==> src/rtl/pkg_naped.sv <==
// Shared constants and FSM state type for the engine-driver angle datapath.
package pkg_naped;

  localparam int unsigned LICZBA_STOPNI  = 360;
  localparam int unsigned SZEROKOSC_TAKT = 9;
  localparam int unsigned SZEROKOSC_KAT  = 9;

  typedef enum logic [0:0] {
    StStop,
    StRun
  } stan_e;

endpackage

==> src/rtl/licznik_kata.sv <==
// Up/down modulo-Liczba angle counter with a registered wrap pulse.
module licznik_kata #(
  parameter int unsigned Liczba    = 360,
  parameter int unsigned Szerokosc = 9
) (
  input  logic                 clk,
  input  logic                 rst_n,
  input  logic                 en_i,
  input  logic                 kierunek_i,
  output logic [Szerokosc-1:0] kat_o,
  output logic                 obrot_o
);

  localparam logic [Szerokosc-1:0] KatMax = Szerokosc'(Liczba - 1);

  logic [Szerokosc-1:0] kat_d, kat_q;
  logic                 obrot_d, obrot_q;

  always_comb begin
    kat_d   = kat_q;
    obrot_d = 1'b0;
    if (en_i) begin
      if (kierunek_i) begin
        if (kat_q == KatMax) begin
          kat_d   = '0;
          obrot_d = 1'b1;
        end else begin
          kat_d = kat_q + Szerokosc'(1);
        end
      end else begin
        if (kat_q == '0) begin
          kat_d   = KatMax;
          obrot_d = 1'b1;
        end else begin
          kat_d = kat_q - Szerokosc'(1);
        end
      end
    end
  end

  always_ff @(posedge clk or negedge rst_n) begin
    if (!rst_n) begin
      kat_q   <= '0;
      obrot_q <= 1'b0;
    end else begin
      kat_q   <= kat_d;
      obrot_q <= obrot_d;
    end
  end

  assign kat_o   = kat_q;
  assign obrot_o = obrot_q;

endmodule

==> src/rtl/generator_impulsow_na_stopien.sv <==
// Turns a ticks-per-degree period into one pulse per degree plus a modulo-360 angle.
module generator_impulsow_na_stopien
  import pkg_naped::*;
#(
  parameter int unsigned SZEROKOSC_TAKT = pkg_naped::SZEROKOSC_TAKT,
  parameter int unsigned LICZBA_STOPNI  = pkg_naped::LICZBA_STOPNI
) (
  input  logic                      clk,
  input  logic                      rst_n,
  input  logic [SZEROKOSC_TAKT-1:0] taktowanie_na_stopien,
  input  logic                      kierunek,
  output logic                      impuls_stopnia,
  output logic [SZEROKOSC_KAT-1:0]  kat,
  output logic                      obrot,
  output logic                      ruch
);

  localparam logic [SZEROKOSC_TAKT-1:0] Jeden = SZEROKOSC_TAKT'(1);

  stan_e                     stan_q;
  logic [SZEROKOSC_TAKT-1:0] licznik_q;
  logic [SZEROKOSC_TAKT-1:0] okres_q;
  logic                      kierunek_q;
  logic                      impuls_q;
  logic                      ruch_q;
  logic                      granica;

  // okres_q is never zero while running, so P-1 cannot underflow here.
  assign granica = (stan_q == StRun) && (licznik_q == okres_q - Jeden);

  always_ff @(posedge clk or negedge rst_n) begin
    if (!rst_n) begin
      stan_q     <= StStop;
      licznik_q  <= '0;
      okres_q    <= '0;
      kierunek_q <= 1'b1;
      impuls_q   <= 1'b0;
      ruch_q     <= 1'b0;
    end else begin
      impuls_q <= 1'b0;
      unique case (stan_q)
        StStop: begin
          licznik_q <= '0;
          if (taktowanie_na_stopien != '0) begin
            okres_q    <= taktowanie_na_stopien;
            kierunek_q <= kierunek;
            stan_q     <= StRun;
            ruch_q     <= 1'b1;
          end
        end
        StRun: begin
          if (granica) begin
            licznik_q  <= '0;
            impuls_q   <= 1'b1;
            kierunek_q <= kierunek;
            if (taktowanie_na_stopien == '0) begin
              stan_q <= StStop;
              ruch_q <= 1'b0;
            end else begin
              okres_q <= taktowanie_na_stopien;
            end
          end else begin
            licznik_q <= licznik_q + Jeden;
          end
        end
      endcase
    end
  end

  // The angle steps with the direction latched for the degree now completing.
  licznik_kata #(
    .Liczba   (LICZBA_STOPNI),
    .Szerokosc(SZEROKOSC_KAT)
  ) u_licznik_kata (
    .clk       (clk),
    .rst_n     (rst_n),
    .en_i      (granica),
    .kierunek_i(kierunek_q),
    .kat_o     (kat),
    .obrot_o   (obrot)
  );

  assign impuls_stopnia = impuls_q;
  assign ruch           = ruch_q;

endmodule
==> config.mk <==
export PLATFORM = sky130hd
export DESIGN_NAME = generator_impulsow_na_stopien
export DESIGN_NICKNAME = d
export VERILOG_FILES = /design/src/rtl/pkg_naped.sv /design/src/rtl/licznik_kata.sv /design/src/rtl/generator_impulsow_na_stopien.sv
export SDC_FILE = /design/constraint.sdc
export NUM_CORES = 1
export LEC_CHECK = 0
export BUFFER_PORTS_ARGS = -buffer_cell sky130_fd_sc_hd__buf_4
export CORE_ASPECT_RATIO = 0.6
export CORE_MARGIN = 8
export CORE_UTILIZATION = 45
export CTS_CLUSTER_DIAMETER = 120
export DETAILED_ROUTE_END_ITERATION = 12
export PLACE_DENSITY_LB_ADDON = 0.25
export SLEW_MARGIN = 20
export SYNTH_ARGS = -nofsm -noshare
export SYNTH_HDL_FRONTEND = slang
export SYNTH_SLANG_ARGS = --single-unit
==> constraint.sdc <==
create_clock -name clk -period 2.69 [get_ports clk]
set_input_delay 0.1345 -clock clk [delete_from_list [all_inputs] [get_ports clk]]
set_output_delay 0.1345 -clock clk [all_outputs]
set_load 0.02 [all_outputs]
==> impl_metrics.ini <==
[drt]
wl_met1_um = 2660
routed.top_layer = met4
wl_met3_um = 287
wl_per_cell_um = 14.9
drt_iter0_drc = 138
num_vias = 1692
drt-pass1-iter-count = 5
route.met2.wl_um = 1600
viasPerCell = 5.48
ant_nets = 0
drc = 0
totalWireLength_um = 4620

[cells_and_area]
fin_nets = 263
fin_util_pct = 54.9
final_cell_mix = dfrtp_1, buf_4, nor2_1
drive_gt1_share_pct = 22.4
num_antenna_cells = 0
final_common_cell = dfrtp_1
areaGrowthSynthToFinish_pct = 18.9

[sta]
whs_ns = 0.0708
period_share_pct = 95.5
fin_crit_ns = 2.57
max_slew.worst_pin.slew_ns = 0.608
drv_slew = 0
finalHoldViolCount = 0
fin_skew_ns = 0.00315
maxSlewHeadroom_pct = 59.1
setup_viol = 0
fmax_mhz = 389
fin_tns_setup_ns = 0

[yosys]
yosysSeqAreaShare_pct = 38.7
synth_cell_types = 46
postSynthCellCount = 219
synth_nets = 237
synth_top_family_by_area = simple AND/OR/NAND/NOR gates
synth_compound_area_share_pct = 16.2
ys.flop_type = dfrtp_1
ys_async_sr_fraction_pct = 100
synth_area_um2 = 2070
synth_edf_count = 0
synthMuxAreaShare_pct = 8.56
yosys_warnings = 0
ys_ff_latch = 32
synth_fa_ha_area_share_pct = 3.62
synth_xor_area_share_pct = 8.26
syn_avg_cell_area_um2 = 9.47
synthSimpleGateAreaFrac_pct = 21.2

[grt]
grt_max_degree = 33
antenna_found_initial = 0
track_usage_pct = 13.8
grt_first_pass_wirelength_um = 7790
grt_pass1_vias = 1531
grt_overflow = 0

[placed_design]
place.detailed.hpwl_um = 3500
portBuffers = 23
gp_congestion = 0.908

[power]
vdd_drop_max_v = 0.000553
powerDensity_nw_per_um2 = 1110
power.static_leakage_uw = 0.00109
power_uw = 2730

[critical_path]
rr_startpoint = okres_q[0]
crit_path_start = okres_q[0]
critPathRequiredTime_ns = 2.86
start_kind = flip-flop
cp_data_arrival_time_ns = 2.74
crit_type = flip-flop to flip-flop
worstPathMaxFanout = 9
end_kind = flip-flop

[clock_network]
postCtsSetupRepairBufs = 0
cts_num_sinks = 32
clk_pin_slew_ns = 0.07
htreeDepth = 2
cts_buffers = 5
worstSkewPairLatency_ns = 0.28
cts_buffer_depth = 2
cts_tree = yes
cts_root_buf = clkbuf_8

[die]
ios = 24
coreArea_um2 = 4490
die_h_um = 68.6
fp.dieW_um = 104
row_count = 19
initial_core_util_pct = 46.2
die_area_um2 = 7110

[run]
drv_cap = 0

[min_path]
min_from = kierunek
hold_path_class = input pin to flip-flop

[run_status]
status = completed
-- worst paths after layout --
kind                       cells after the start  slack, ns                 endpoint
min in group asynchronous                      2       0.34  u_licznik_kata.kat_o[0]
hold reg to reg                                2       0.53                     ruch
hold / removal                                 2       0.07               kierunek_q
setup / recovery                               9       0.12               okres_q[6]
max in group asynchronous                      2       2.03               kierunek_q
setup reg to reg                               9       0.12               okres_q[6]
-- synth_stat cells (2+ instances only) --
cell type,count,share of area (%)
a21oi_1,13,3.1
a221oi_1,2,0.84
a31oi_1,3,0.90
and2_1,3,0.90
and3_1,3,0.90
clkbuf_1,10,1.8
dfrtp_1,31,37
ha_1,6,3.6
inv_1,7,1.3
inv_2,2,0.36
mux2_1,2,1.1
mux2_4,9,6.5
mux2i_1,2,0.97
nand2_1,19,3.4
nand2b_1,2,0.60
nand3_1,7,1.7
nand4_1,3,0.90
nor2_1,20,3.6
nor2b_1,3,0.90
nor3_1,8,1.9
nor4_1,3,0.90
nor4b_1,4,1.7
o21a_1,2,0.72
o21ai_1,6,1.4
o22ai_1,2,0.60
o31ai_1,10,3.6
or3_1,3,0.90
xnor2_1,5,2.1
xor2_1,12,5.1
-- metal layers --
layer	track usage [%]	up-vias
li1	-	847
met1	21.9	778
met2	16.2	60
met3	3.34	7
met4	6.08	0
met5	0	-
-- power by group --
group	internal (µW)	leakage [µW]	switching, µW
combinational	631	0.000623	637
clock	327	0.0000645	175
sequential	646	0.000400	318
-- area by class of cell --
| cell class | instances | area, µm² |
|---|---|---|
| fill | 383 | 2030 |
| multi-input combinational | 168 | 1210 |
| sequential | 32 | 802 |
| timing repair buffer | 29 | 220 |
| clock buffer | 7 | 96.3 |
| tap | 63 | 78.8 |
| inverter | 9 | 33.8 |
| clock inverter | 1 | 30.0 |
-- registers in the layout, indices dropped and copies added (netlist names) --
register / count
u_licznik_kata.obrot_o: 1
u_licznik_kata.kat_o: 9
kierunek_q: 1
impuls_stopnia: 1
stan_q: 1
ruch: 1
licznik_q: 9
okres_q: 9
-- critical path, stage by stage (launching register included) --
cell	delay (ns)
dfrtp_1	0.43
inv_1	0.08
ha_1	0.21
nor3b_1	0.36
xnor2_1	0.13
a211oi_2	0.26
o221ai_2	0.18
a211oi_4	0.25
buf_4	0.24
mux2_4	0.32
-- what timing repair did --
action | in CTS | in global routing
hold endpoints to repair | 31 | 0
setup endpoints to repair | 0 | 9
gates resized for setup | 0 | 1
hold buffers | 1 | 0
-- per-stage QoR --
step	area [µm²]	setup slack, ns	std cells
6_report	2470	0.120	309
5_1_grt	2470	-0.00351	309
2_1_floorplan	2070	0.311	219
3_3_place_gp	2330	0.158	300
4_1_cts	2460	0.158	309
3_5_place_dp	2330	0.179	300
-- cells by family (layout without fill, tap and decap cells) --
logic type | after synthesis | in the layout
xor+xnor | 18 | 18
simple gates | 84 | 84
buf+inv | 19 | 46
mux | 13 | 13
flops | 32 | 32
compound gates | 47 | 47
fa+ha+maj | 6 | 6
(Power assumes the default switching activity.)
